--- src/rtl/mips86_mem_pkg.sv ---
// Shared definitions for the single-port memory arbiter of the dataflow core.
package mips86_mem_pkg;

  localparam int unsigned DEFAULT_BUS_WIDTH = 32;

  typedef enum logic [1:0] {
    IDLE  = 2'd0,
    ISSUE = 2'd1,
    WAIT  = 2'd2
  } arb_state_t;

  typedef enum logic {
    PORT_FETCH = 1'b0,
    PORT_DATA  = 1'b1
  } port_id_t;

endpackage

--- src/rtl/arb_priority_select.sv ---
// Combinational winner pick: data first, fetch once the data burst is exhausted.
module arb_priority_select
  import mips86_mem_pkg::*;
#(
  parameter int unsigned MAX_DATA_BURST = 4,
  parameter int unsigned STREAK_W       = 3
) (
  input  logic                fReq,
  input  logic                dReq,
  input  logic [STREAK_W-1:0] dataStreak,
  output logic                grantValid_c,
  output logic                grantPort_c
);

  always_comb begin
    grantValid_c = fReq | dReq;
    grantPort_c  = PORT_DATA;
    if (fReq && (!dReq || dataStreak == STREAK_W'(MAX_DATA_BURST))) begin
      grantPort_c = PORT_FETCH;
    end
  end

endmodule

--- src/rtl/mem_port_arbiter.sv ---
// Shares one MMU port between instruction fetch and data accesses, one
// transaction at a time, with a bounded data burst and a busy watchdog.
module mem_port_arbiter
  import mips86_mem_pkg::*;
#(
  parameter int unsigned BUS_WIDTH      = DEFAULT_BUS_WIDTH,
  parameter int unsigned MAX_DATA_BURST = 4,
  parameter int unsigned TIMEOUT        = 64
) (
  input  logic                 clk,
  input  logic                 reset,
  input  logic                 f_req,
  input  logic [BUS_WIDTH-1:0] f_addr,
  output logic                 f_busy,
  output logic                 f_done,
  output logic                 f_err,
  output logic [BUS_WIDTH-1:0] f_rdata,
  input  logic                 d_req,
  input  logic [BUS_WIDTH-1:0] d_addr,
  input  logic                 d_we,
  input  logic [BUS_WIDTH-1:0] d_wdata,
  output logic                 d_busy,
  output logic                 d_done,
  output logic                 d_err,
  output logic [BUS_WIDTH-1:0] d_rdata,
  output logic [BUS_WIDTH-1:0] mem_addr,
  output logic                 mem_request,
  output logic                 mem_we,
  output logic [BUS_WIDTH-1:0] mem_wdata,
  input  logic [BUS_WIDTH-1:0] mem_rdata,
  input  logic                 mem_busy
);

  localparam int unsigned STREAK_W = $clog2(MAX_DATA_BURST + 1);
  localparam int unsigned WDOG_W   = (TIMEOUT > 0) ? $clog2(TIMEOUT + 1) : 1;

  arb_state_t          state, stateNext;
  port_id_t            grantPort, grantPortNext;
  logic [STREAK_W-1:0] dataStreak, streakNext;
  logic [WDOG_W-1:0]   wdogCnt, wdogNext;
  logic                fReqQ, dReqQ;

  logic                 fBusyNext, dBusyNext, fDoneNext, dDoneNext, fErrNext, dErrNext;
  logic                 memReqNext, memWeNext;
  logic [BUS_WIDTH-1:0] memAddrNext, memWdataNext, fRdataNext, dRdataNext;

  logic fNew_c, dNew_c, fPend_c, dPend_c, grantValid_c, grantPortSel_c, timeoutHit_c;
  logic completeNow_c;
  logic [BUS_WIDTH-1:0] completeData_c;

  // A request is taken on its rising edge only, and never in its own done cycle.
  assign fNew_c  = f_req & ~fReqQ & ~f_done;
  assign dNew_c  = d_req & ~dReqQ & ~d_done;
  assign fPend_c = f_busy | fNew_c;
  assign dPend_c = d_busy | dNew_c;

  // wdogCnt counts busy WAIT samples since issue.
  assign timeoutHit_c = (TIMEOUT != 0) && (wdogCnt == WDOG_W'(TIMEOUT));

  arb_priority_select #(
    .MAX_DATA_BURST (MAX_DATA_BURST),
    .STREAK_W       (STREAK_W)
  ) uPrioritySelect (
    .fReq         (fPend_c),
    .dReq         (dPend_c),
    .dataStreak   (dataStreak),
    .grantValid_c (grantValid_c),
    .grantPort_c  (grantPortSel_c)
  );

  always_comb begin
    stateNext      = state;
    grantPortNext  = grantPort;
    streakNext     = dataStreak;
    wdogNext       = wdogCnt;
    memAddrNext    = mem_addr;
    memReqNext     = mem_request;
    memWeNext      = mem_we;
    memWdataNext   = mem_wdata;
    fBusyNext      = fPend_c;
    dBusyNext      = dPend_c;
    fDoneNext      = 1'b0;
    dDoneNext      = 1'b0;
    fErrNext       = 1'b0;
    dErrNext       = 1'b0;
    fRdataNext     = f_rdata;
    dRdataNext     = d_rdata;
    completeNow_c  = 1'b0;
    completeData_c = mem_rdata;

    case (state)
      IDLE: begin
        // No grant in a done cycle, so a just-finished requester can re-raise and compete.
        if (grantValid_c && !f_done && !d_done) begin
          stateNext     = ISSUE;
          grantPortNext = port_id_t'(grantPortSel_c);
          memReqNext    = 1'b1;
          if (port_id_t'(grantPortSel_c) == PORT_DATA) begin
            memAddrNext  = d_addr;
            memWeNext    = d_we;
            memWdataNext = d_wdata;
            if (dataStreak != STREAK_W'(MAX_DATA_BURST)) begin
              streakNext = dataStreak + STREAK_W'(1);
            end
          end else begin
            memAddrNext  = f_addr;
            memWeNext    = 1'b0;
            memWdataNext = '0;
            streakNext   = '0;
          end
        end
      end
      ISSUE: begin
        wdogNext  = '0;
        stateNext = WAIT;
      end
      WAIT: begin
        if (!mem_busy) begin
          completeNow_c = 1'b1;
        end else if (timeoutHit_c) begin
          completeNow_c  = 1'b1;
          completeData_c = '0;
        end else if (TIMEOUT != 0) begin
          wdogNext = wdogCnt + WDOG_W'(1);
        end
      end
      default: stateNext = IDLE;
    endcase

    if (completeNow_c) begin
      stateNext  = IDLE;
      memReqNext = 1'b0;
      memWeNext  = 1'b0;
      if (grantPort == PORT_DATA) begin
        dDoneNext  = 1'b1;
        dErrNext   = mem_busy;
        dRdataNext = completeData_c;
        dBusyNext  = 1'b0;
      end else begin
        fDoneNext  = 1'b1;
        fErrNext   = mem_busy;
        fRdataNext = completeData_c;
        fBusyNext  = 1'b0;
      end
    end
  end

  always_ff @(posedge clk) begin
    if (!reset) begin
      state       <= IDLE;
      grantPort   <= PORT_FETCH;
      dataStreak  <= '0;
      wdogCnt     <= '0;
      fReqQ       <= 1'b0;
      dReqQ       <= 1'b0;
      mem_addr    <= '0;
      mem_request <= 1'b0;
      mem_we      <= 1'b0;
      mem_wdata   <= '0;
      f_busy      <= 1'b0;
      d_busy      <= 1'b0;
      f_done      <= 1'b0;
      d_done      <= 1'b0;
      f_err       <= 1'b0;
      d_err       <= 1'b0;
      f_rdata     <= '0;
      d_rdata     <= '0;
    end else begin
      state       <= stateNext;
      grantPort   <= grantPortNext;
      dataStreak  <= streakNext;
      wdogCnt     <= wdogNext;
      fReqQ       <= f_req;
      dReqQ       <= d_req;
      mem_addr    <= memAddrNext;
      mem_request <= memReqNext;
      mem_we      <= memWeNext;
      mem_wdata   <= memWdataNext;
      f_busy      <= fBusyNext;
      d_busy      <= dBusyNext;
      f_done      <= fDoneNext;
      d_done      <= dDoneNext;
      f_err       <= fErrNext;
      d_err       <= dErrNext;
      f_rdata     <= fRdataNext;
      d_rdata     <= dRdataNext;
    end
  end

endmodule
--- config.mk ---
export PLATFORM = sky130hd
export DESIGN_NAME = mem_port_arbiter
export DESIGN_NICKNAME = d
export VERILOG_FILES = /design/src/rtl/mips86_mem_pkg.sv /design/src/rtl/arb_priority_select.sv /design/src/rtl/mem_port_arbiter.sv
export SDC_FILE = /design/constraint.sdc
export NUM_CORES = 1
export LEC_CHECK = 0
export CAP_MARGIN = 10
export CORE_ASPECT_RATIO = 0.8
export CORE_MARGIN = 4
export CORE_UTILIZATION = 40
export CTS_CLUSTER_DIAMETER = 200
export DETAILED_ROUTE_END_ITERATION = 6
export PLACE_DENSITY = 0.78
export SETUP_SLACK_MARGIN = 0.3
export SLEW_MARGIN = 20
export SYNTH_ARGS = -nofsm -noshare
export SYNTH_HDL_FRONTEND = slang
export SYNTH_SLANG_ARGS = --single-unit
--- constraint.sdc ---
create_clock -name clk -period 2.7 [get_ports clk]
set_input_delay 0.54 -clock clk [delete_from_list [all_inputs] [get_ports clk]]
set_output_delay 0.54 -clock clk [all_outputs]
set_load 0.005 [all_outputs]
==> results_dict.tcl, run 1 <==
set metrics [dict create \
    outcome "completed" \
    synth-seq-cells 151 \
    synth_fp_nets 812 \
    synth_edf_count 0 \
    clockRootBuffer "clkbuf_16" \
    cap_violations 0 \
    reg2reg_to "d_rdata[29]" \
    cp-startpoint "wdogCnt[0]" \
    netlist_area_mm2 0.00596 \
    die_height_um 117 \
    finalNonFillerCells 1109 \
    tns_ns 0 \
    worstPathCellList "inv_1 > ha_1 > nor4b_2 > a31oi_4 > o31a_1 > buf_4 > a2bb2o_1" \
    relSlewSlack 0.625 \
    critPathKind "reg2reg" \
    viasPerCell 5.50 \
    clkTransAtPathRegs_ns 0.06 \
    dpl-instance-area_mm2 0.00885 \
    row_count 39 \
    synth-seq-area-share 0.507 \
    design_area_mm2 0.00941 \
    tightest_slew_ns 0.557 \
    core-area_mm2 0.0144 \
    dpl.hpwl_mm 13.1 \
    synthTopCellsByCount "dfxtp_1 (151), a21oi_1 (98), nand2_1 (73), clkbuf_1 (51), o21ai_0 (51)" \
    post-cts-setup-buffers 0 \
    worst_setup_path_start_kind "register" \
    critPathBufInv 2 \
    end_kind "register" \
    yosys_warnings 0 \
    critical_path_arrival_ns 2.37 \
    powerDensity_mw_per_mm2 696 \
    cp_top_family "compound AO/OA/AOI/OAI gates" \
    antenna_found_initial 0 \
    setup_ws_ns 0.631 \
    rrSetupSlack_ns 0.63 \
    fmax_mhz 483 \
    cts_resized 0 \
    ctsHoldBuffers 0 \
    skew_ns 0.0108 \
    fin_crit_sh 0.766 \
    hold_viol_final 0 \
    slowest_stage "dfxtp_1" \
    slowest_delay_ns 0.35 \
    syn_area_per_cell_um2 8.84 \
    whs_path_depth 2 \
    cts-htree-levels 4 \
    first_pass_iters 6 \
    place_ws_ns 0.278 \
    start_util 0.412 \
    finalNetCount 1050 \
    finalWirelength_mm 19.3 \
    post_drt_wl_per_cell_um 17.4 \
    drt_iter0_drc 413 \
    required_ns 3.00 \
    nFillCells 1206 \
    synth_top_area_frac 0.507 \
    grt_pass1_vias 5816 \
    antenna_cells 0 \
    die_x_um 144 \
    numCtsBuffers 17 \
    ant_nets 0 \
    place_inst 1077 \
    syn_to_final_growth_pct 58.0 \
    finalMaxSlewViolations 0 \
    synth_area_leaders "dfxtp_1 (51%), a21oi_1 (8.2%), nand2_1 (4.6%)" \
    cts.sink_count 151 \
    drc 0 \
    cts_tree "built" \
    rr_startpoint "wdogCnt[0]" \
    synth_ff_type "dfxtp_1" \
    crit_fanout 32 \
    grt_max_degree 74 \
    p_leak_nw 3.27 \
    grt_overflow_total 0 \
    reg2reg_depth 7 \
    yosys.cell_count.top_type "dfxtp_1" \
    port_buffers 269 \
    irDropWorstVdd_mv 0.427 \
    clock_path_buffers 2 \
    cp-endpoint "d_rdata[29]" \
    layout_min_cycle_time_ns 2.07 \
    routabilityCongestion 0.812 \
    ys_types 45 \
    grt_pass1_wl_mm 29.5 \
    path_depth 7 \
    clk_latency_ns 0.42 \
    synth_top_area_cell "dfxtp_1" \
    vias 6095 \
    globalRouteTotalUtil 0.216 \
    async_flop_share 0 \
    multi_input_area_mm2 0.00266 \
    pin_count 270 \
    rsz0062_at_grt "no" \
    regArea_mm2 0.00302 \
    min_path_type "reg2reg" \
    setup_viol 0 \
    drive_gt1_frac 0.0703 \
    postSynthCellCount 674 \
    dieArea_mm2 0.0169 \
]
[power by group]
part	total (mW)	switching (mW)	internal (mW)
combinational	1.71	0.838	0.868
sequential	2.62	0.152	2.47
clock	2.22	0.948	1.27
[sequential cells by signal (all words and copies together) (netlist names), 2 cells and up]
signal      cells
mem_addr       32
d_rdata        32
mem_wdata      32
wdogCnt         7
state           2
dataStreak      3
f_rdata        32
[layout make-up]
cell class | instances | area share
timing repair buffer | 289 | 0.309
clock buffer | 18 | 0.0456
multi-input combinational | 443 | 0.282
inverter | 10 | 0.00399
clock inverter | 14 | 0.0137
sequential | 151 | 0.321
tap | 184 | 0.0245
[tightest hold or removal path, cell delays in order (launching register included)]
cell and delay, ns:
dfxtp_1 0.31, nand2_1 0.05, a21oi_1 0.05
[logic make-up (layout without fill, tap and decap cells)]
logic type / Yosys count / in the layout / synth area share
AOI/OAI and AO/OA: 315 / 315 / 0.329
DFF: 151 / 151 / 0.507
and+or+nand+nor: 120 / 120 / 0.0935
buffers and inverters: 80 / 331 / 0.0559
adders and majority gates: 4 / 4 / 0.00840
xor gates and xnor gates: 4 / 4 / 0.00588
[per-stage QoR]
stage	power (mW)	hold slack, ns	util
CTS	6.61	0.450	0.652
global route	6.88	0.472	0.652
finish	6.55	0.448	0.652
detailed placement	4.37	0.443	0.613
floorplan	3.45	0.448	-
global placement	4.35	0.438	0.613
[cell usage in the layout, fill, tap and decap left out, types with 4 or more instances in the layout]
| master | n |
|---|---|
| clkdlybuf4s50_1 | 269 |
| dfxtp_1 | 151 |
| a21oi_1 | 98 |
| nand2_1 | 73 |
| o21ai_0 | 51 |
| a31oi_1 | 37 |
| o211ai_1 | 34 |
| o31ai_1 | 31 |
| a22o_1 | 31 |
| o21ai_1 | 17 |
| clkbuf_16 | 17 |
| buf_4 | 15 |
| nor2_1 | 11 |
| inv_1 | 8 |
| nand3_1 | 6 |
| clkinv_4 | 6 |
| and2_1 | 5 |
| buf_12 | 5 |
| a211oi_1 | 4 |
| xnor2_1 | 4 |
| ha_1 | 4 |
[how the worst min path moves through the flow]
stage,from,to,slack (ns)
final,mem_wdata[18],mem_wdata[18],0.45
after global routing,mem_wdata[28],mem_wdata[28],0.47
after CTS,mem_wdata[27],mem_wdata[27],0.45
after detailed placement,mem_wdata[17],mem_wdata[17],0.44
after global placement,mem_wdata[23],mem_wdata[23],0.44
after floorplan,mem_wdata[0],mem_wdata[0],0.45
[metal layers]
metal | vias to the layer above | share of wire | wire length [um] | global-route usage
li1 | 2960 | - | - | -
met1 | 2914 | 0.42 | 8180 | 0.280
met2 | 204 | 0.50 | 9560 | 0.355
met3 | 17 | 0.073 | 1410 | 0.0699
met4 | 0 | 0.0084 | 163 | 0.0454
met5 | - | 0 | 0 | 0
No activity file was read; power rests on OpenSTA's default activity.
==> inputs of run 2 (changes only) <==
- clock period: 2.7 -> 2 ns (I/O delays scaled with it)
==> results_dict.tcl, run 2 (same netlist as run 1, synthesis figures left out) <==
set metrics [dict create \
    outcome "completed" \
    post_drt_wl_per_cell_um 19.2 \
    min_path_type "in2reg" \
    rr_startpoint "wdogCnt[1]" \
    clock_path_buffers 2 \
    drt_iter0_drc 461 \
    port_buffers 269 \
    fin_crit_sh 0.933 \
    finalNetCount 1085 \
    dieArea_mm2 0.0169 \
    powerDensity_mw_per_mm2 912 \
    antenna_found_initial 0 \
    critPathKind "reg2reg" \
    drive_gt1_frac 0.145 \
    layout_min_cycle_time_ns 1.87 \
    grt_pass1_vias 5955 \
    skew_ns 0.00848 \
    clockRootBuffer "clkbuf_16" \
    required_ns 2.31 \
    antenna_cells 0 \
    numCtsBuffers 17 \
    row_count 39 \
    syn_to_final_growth_pct 71.9 \
    worst_setup_path_start_kind "register" \
    reg2reg_to "d_rdata[21]" \
    cp-endpoint "d_rdata[21]" \
    fin_util 0.709 \
    rrSetupSlack_ns 0.13 \
    die_x_um 144 \
    fmax_mhz 536 \
    hold_viol_final 0 \
    whs_path_depth 2 \
    die_height_um 117 \
    final_common_cell "clkdlybuf4s50_1" \
    setup_ws_ns 0.133 \
    cts.sink_count 151 \
    cap_violations 0 \
    relSlewSlack 0.691 \
    reg2reg_depth 7 \
    nFillCells 1073 \
    setup_viol 0 \
    p_leak_nw 4.85 \
    grt_overflow_total 0 \
    grt_pass1_wl_mm 30.9 \
    finalMaxSlewViolations 0 \
    pin_count 270 \
    start_util 0.412 \
    cts-htree-levels 4 \
    drc 0 \
    routabilityCongestion 0.785 \
    globalRouteTotalUtil 0.228 \
    clk_latency_ns 0.42 \
    crit_fanout 7 \
    final_cell_mix "clkdlybuf4s50_1 (178), dfxtp_1 (135), a21oi_1 (97)" \
    end_kind "register" \
    ant_nets 0 \
    rsz0062_at_grt "yes" \
    clkTransAtPathRegs_ns 0.06 \
    core-area_mm2 0.0144 \
    cts_tree "built" \
    dpl.hpwl_mm 13.5 \
    vias 6435 \
    critical_path_arrival_ns 2.17 \
    first_pass_iters 7 \
    finalWirelength_mm 22.0 \
    cp-startpoint "wdogCnt[1]" \
    irDropWorstVdd_mv 0.659 \
    grt_max_degree 57 \
    viasPerCell 5.63 \
    place_ws_ns -0.156 \
    tightest_slew_ns 0.451 \
]
run 2: worst min-delay path by stage:
stage,from,endpoint
after floorplan,mem_wdata[0],mem_wdata[0]
after global placement,mem_we,mem_we
after detailed placement,mem_wdata[30],mem_wdata[30]
after CTS,mem_wdata[30],mem_wdata[30]
after global routing,d_req,dReqQ
final,d_req,dReqQ
run 2: power by group:
part           internal [mW]  switching [mW]  total, mW
sequential              3.34           0.186       3.53
clock                   1.79            1.31       3.10
combinational           1.37            1.34       2.71
run 2: critical path: stages (launching register included):
cell and delay (ns):
dfxtp_2 0.32, inv_2 0.08, ha_4 0.12, nor4b_4 0.27
a31oi_4 0.15, o31a_4 0.42, clkbuf_16 0.19, a22o_1 0.21
run 2: layout make-up:
| cell class | instances | area (um^2) | share of cell area |
|---|---|---|---|
| timing repair buffer | 324 | 3550 | 0.346 |
| sequential | 151 | 3040 | 0.297 |
| multi-input combinational | 443 | 2810 | 0.274 |
| clock buffer | 19 | 453 | 0.0442 |
| tap | 184 | 230 | 0.0225 |
| clock inverter | 13 | 123 | 0.0120 |
| inverter | 10 | 37.5 | 0.00367 |
run 2: through the flow:
| stage | std cells | power [mW] | setup TNS [ns] | cell area [um^2] | hold slack, ns |
|---|---|---|---|---|---|
| global route | 1144 | 9.78 | 0 | 10200 | 0.275 |
| finish | 1144 | 9.34 | 0 | 10200 | 0.281 |
| global placement | 1097 | 6.01 | -8.07 | 9090 | 0.436 |
| detailed placement | 1097 | 6.03 | -7.63 | 9090 | 0.444 |
| CTS | 1130 | 9.15 | 0 | 9710 | 0.453 |
| floorplan | 674 | 4.66 | 0 | 5960 | 0.448 |
run 2: metal layers:
metal / global-route usage / part of all wire / vias up
met4: 0.0665 / 0.018 / 0
met5: 0 / 0 / -
li1: - / - / 3040
met2: 0.372 / 0.48 / 272
met1: 0.294 / 0.42 / 3087
met3: 0.0686 / 0.081 / 36
run 2: repair_timing:
item	4_1_cts	5_1_grt
buffers inserted	0	6
resized for setup	33	112
cloned	1	8
pin swaps	0	33
endpoints found under the setup margin	109	218
hold buffers	0	0
==> inputs of run 3 (changes only) <==
- CTS_CLUSTER_SIZE: default -> 40
==> results of run 3 <==
The final DEF is identical to that of run 2; final timing and power are the same.
==> RTL change (config.mk and constraints of run 2) <==
Encoding of `arb_state_t`: now one-hot (3 bits for 3 states).
--- a/src/rtl/mips86_mem_pkg.sv
+++ b/src/rtl/mips86_mem_pkg.sv
@@ -4,8 +4,8 @@
   localparam int unsigned DEFAULT_BUS_WIDTH = 32;
 
-  typedef enum logic [1:0] {
-    IDLE  = 2'd0,
-    ISSUE = 2'd1,
-    WAIT  = 2'd2
+  typedef enum logic [2:0] {
+    IDLE  = 3'b001,
+    ISSUE = 3'b010,
+    WAIT  = 3'b100
   } arb_state_t;
 
Function: no difference found for any inputs over 4 cycles, from zero or initial values and one cycle with reset low; so few cycles prove little.
==> RTL change against run 2 <==
First-iteration DRC count decreased by 11%. Power decreased by 2.4%. Area after synthesis decreased by 2.7%. Synthesized cell count decreased by 11%. Wire length decreased by 3.9%. Fmax decreased by 3.2%. Setup slack got worse by 62 ps. Sequential cell count increased by 1. Global-route usage increased by 0.87 points. Final cell count decreased by 4.8%. Cell area decreased by 0.20%.
==> RTL change: results (changes against run 2) <==
- Hold path endpoint: mem_wdata[0]
- Multi-input combinational area share: 0.2667 (-0.007543)
- Nonclk inv count: 7 (-3)
- Vias in the first global route: 5,987 (+0.54%)
- Unique masters post-synth: 49 (+8.9%)
- Largest cells by area after synthesis: dfxtp_1 (53%), a32o_1 (11%), a21oi_1 (5.7%), nand2_1 (4.7%), a21boi_0 (3.4%)
- Plain + repair buffers: 325 (+0.31%)
- Post-synthesis compound-gate area fraction: 0.2759 (-0.05302)
- Clk tree area frac: 0.06010 (+0.003905)
- Overall Global Routing Usage: 0.2367 (+0.008687)
- TritonRoute pass-1 iters: 5 (-2)
- Buffer share of cell area: 0.3494 (+0.003125)
- Layout cells sized above 1: 0.1691 (+0.02427)
- Fin Clk Skew: 11.56 ps (+3.082 ps)
- Fillers: 997 (-7.1%)
- Adder-cell share of the synthesized area: 0.008636 (+0.0002340)
- Leak: 4.149 nW (-14%)
- Total wire length: 21.15 mm (-3.9%)
- FF+latch count: 152 (+0.66%)
- Initial drt markers: 409 (-11%)
- VDD IR max: 0.6213 mV (-5.8%)
- Fraction of area in registers: 0.2987 (+0.001561)
- Hold Crit Class: reg -> reg
- Seq pwr: 3.42 mW (-3%)
- WP data arrival: 2270 ps (+100 ps)
- Combinational power: 2.39 mW (-12%)
- Pin count of the biggest net entering global routing: 56 (-1.8%)
- Multi-input gates: 389 (-12%)
- Post-cts resize count: 43 (+30%)
- Sequential area share after synthesis: 0.5250 (+0.01759)
- Reg2reg end: mem_addr[0]
- Outcome: finished, final reports clean
- Min Hold Slack: 450.8 ps (+170.0 ps)
- FF-to-FF path depth: 9 (+2)
- RD Place Congestion: 0.7921 (+0.94%)
- Worst-path clk slew: 60 ps (about the same)
- Reg2Reg Setup Slack: 70 ps (-60 ps)
- CTS Root Cell: clkbuf_16
- Hpwl dp: 13.58 mm (+0.62%)
- Reg-to-reg startpoint: state[1]
- XOR/XNOR Fraction of Synth Area: 0.006045 (+0.0001638)
- CLK BUF: 21 (+2)
- Critical hold path startpoint: mem_wdata[0]
- Critical path peak fanout: 12 (+5)
- Syn_nets: 739 (-9.0%)
- Post-CTS setup buffers: 14 (+14)
- Internal power: 6.695 mW (+3.0%)
- Commonest cells post-synth: dfxtp_1 (152), nand2_1 (72), a21oi_1 (66)
- Nets@finish: 1,030 (-5.1%)
- Vias per inst: 5.413 (-3.8%)
## RTL change: cell types whose count changed in the layout (fill, tap and decap cells not counted), sizes merged, moves of 28 or more
cell,before,now
o31ai,31,2
dlymetal6s2s,71,23
a22o,31,0
a31oi,38,1
clkdlybuf4s50,178,241
a32o,0,64
nand3,6,36
o21ai,69,41
a21boi,2,39
a21oi,98,68
o211ai,34,0
## RTL change: how the worst max path moves through the flow
stage / startpoint / endpoint / slack [ps] / depth (start not counted)
global placement: mem_busy / f_rdata[4] / -230 / 4
finish: state[1] / mem_addr[0] / 70 / 9
detailed placement: mem_busy / f_rdata[4] / -320 / 4
CTS: state[1] / mem_wdata[29] / 120 / 8
global route: state[1] / mem_addr[0] / 30 / 9
floorplan: wdogCnt[0] / wdogCnt[5] / 270 / 7
## RTL change: per-stage QoR
step / total power, mW / worst slack, ps / cell area [sq um] / utilization / std cells
floorplan: 4.249 / 270.3 / 5799 / - / 601
global placement: 5.178 / -228.8 / 8811 / 0.6184 / 1029
detailed placement: 5.231 / -323.9 / 8811 / 0.6184 / 1029
CTS: 8.921 / 116.7 / 9853 / 0.6915 / 1082
global route: 9.459 / 28.19 / 10220 / 0.7173 / 1089
finish: 9.112 / 71.66 / 10220 / 0.7173 / 1089
## RTL change: routing by layer
metal  track usage  vias to the layer above  share of wire
li1              -                     2791              -
met1        0.2744                     2838           0.40
met2        0.4049                      232           0.50
met3       0.08787                       34          0.081
met4       0.08296                        0          0.022
met5             0                        -              0
## RTL change: critical path, cell delays in order (launching register included)
cell	delay [ps]
dfxtp_2	330
buf_6	110
nand2b_4	130
or4_4	460
a21oi_4	170
buf_12	150
buf_12	120
clkbuf_16	160
o21ai_0	80
a21oi_1	130
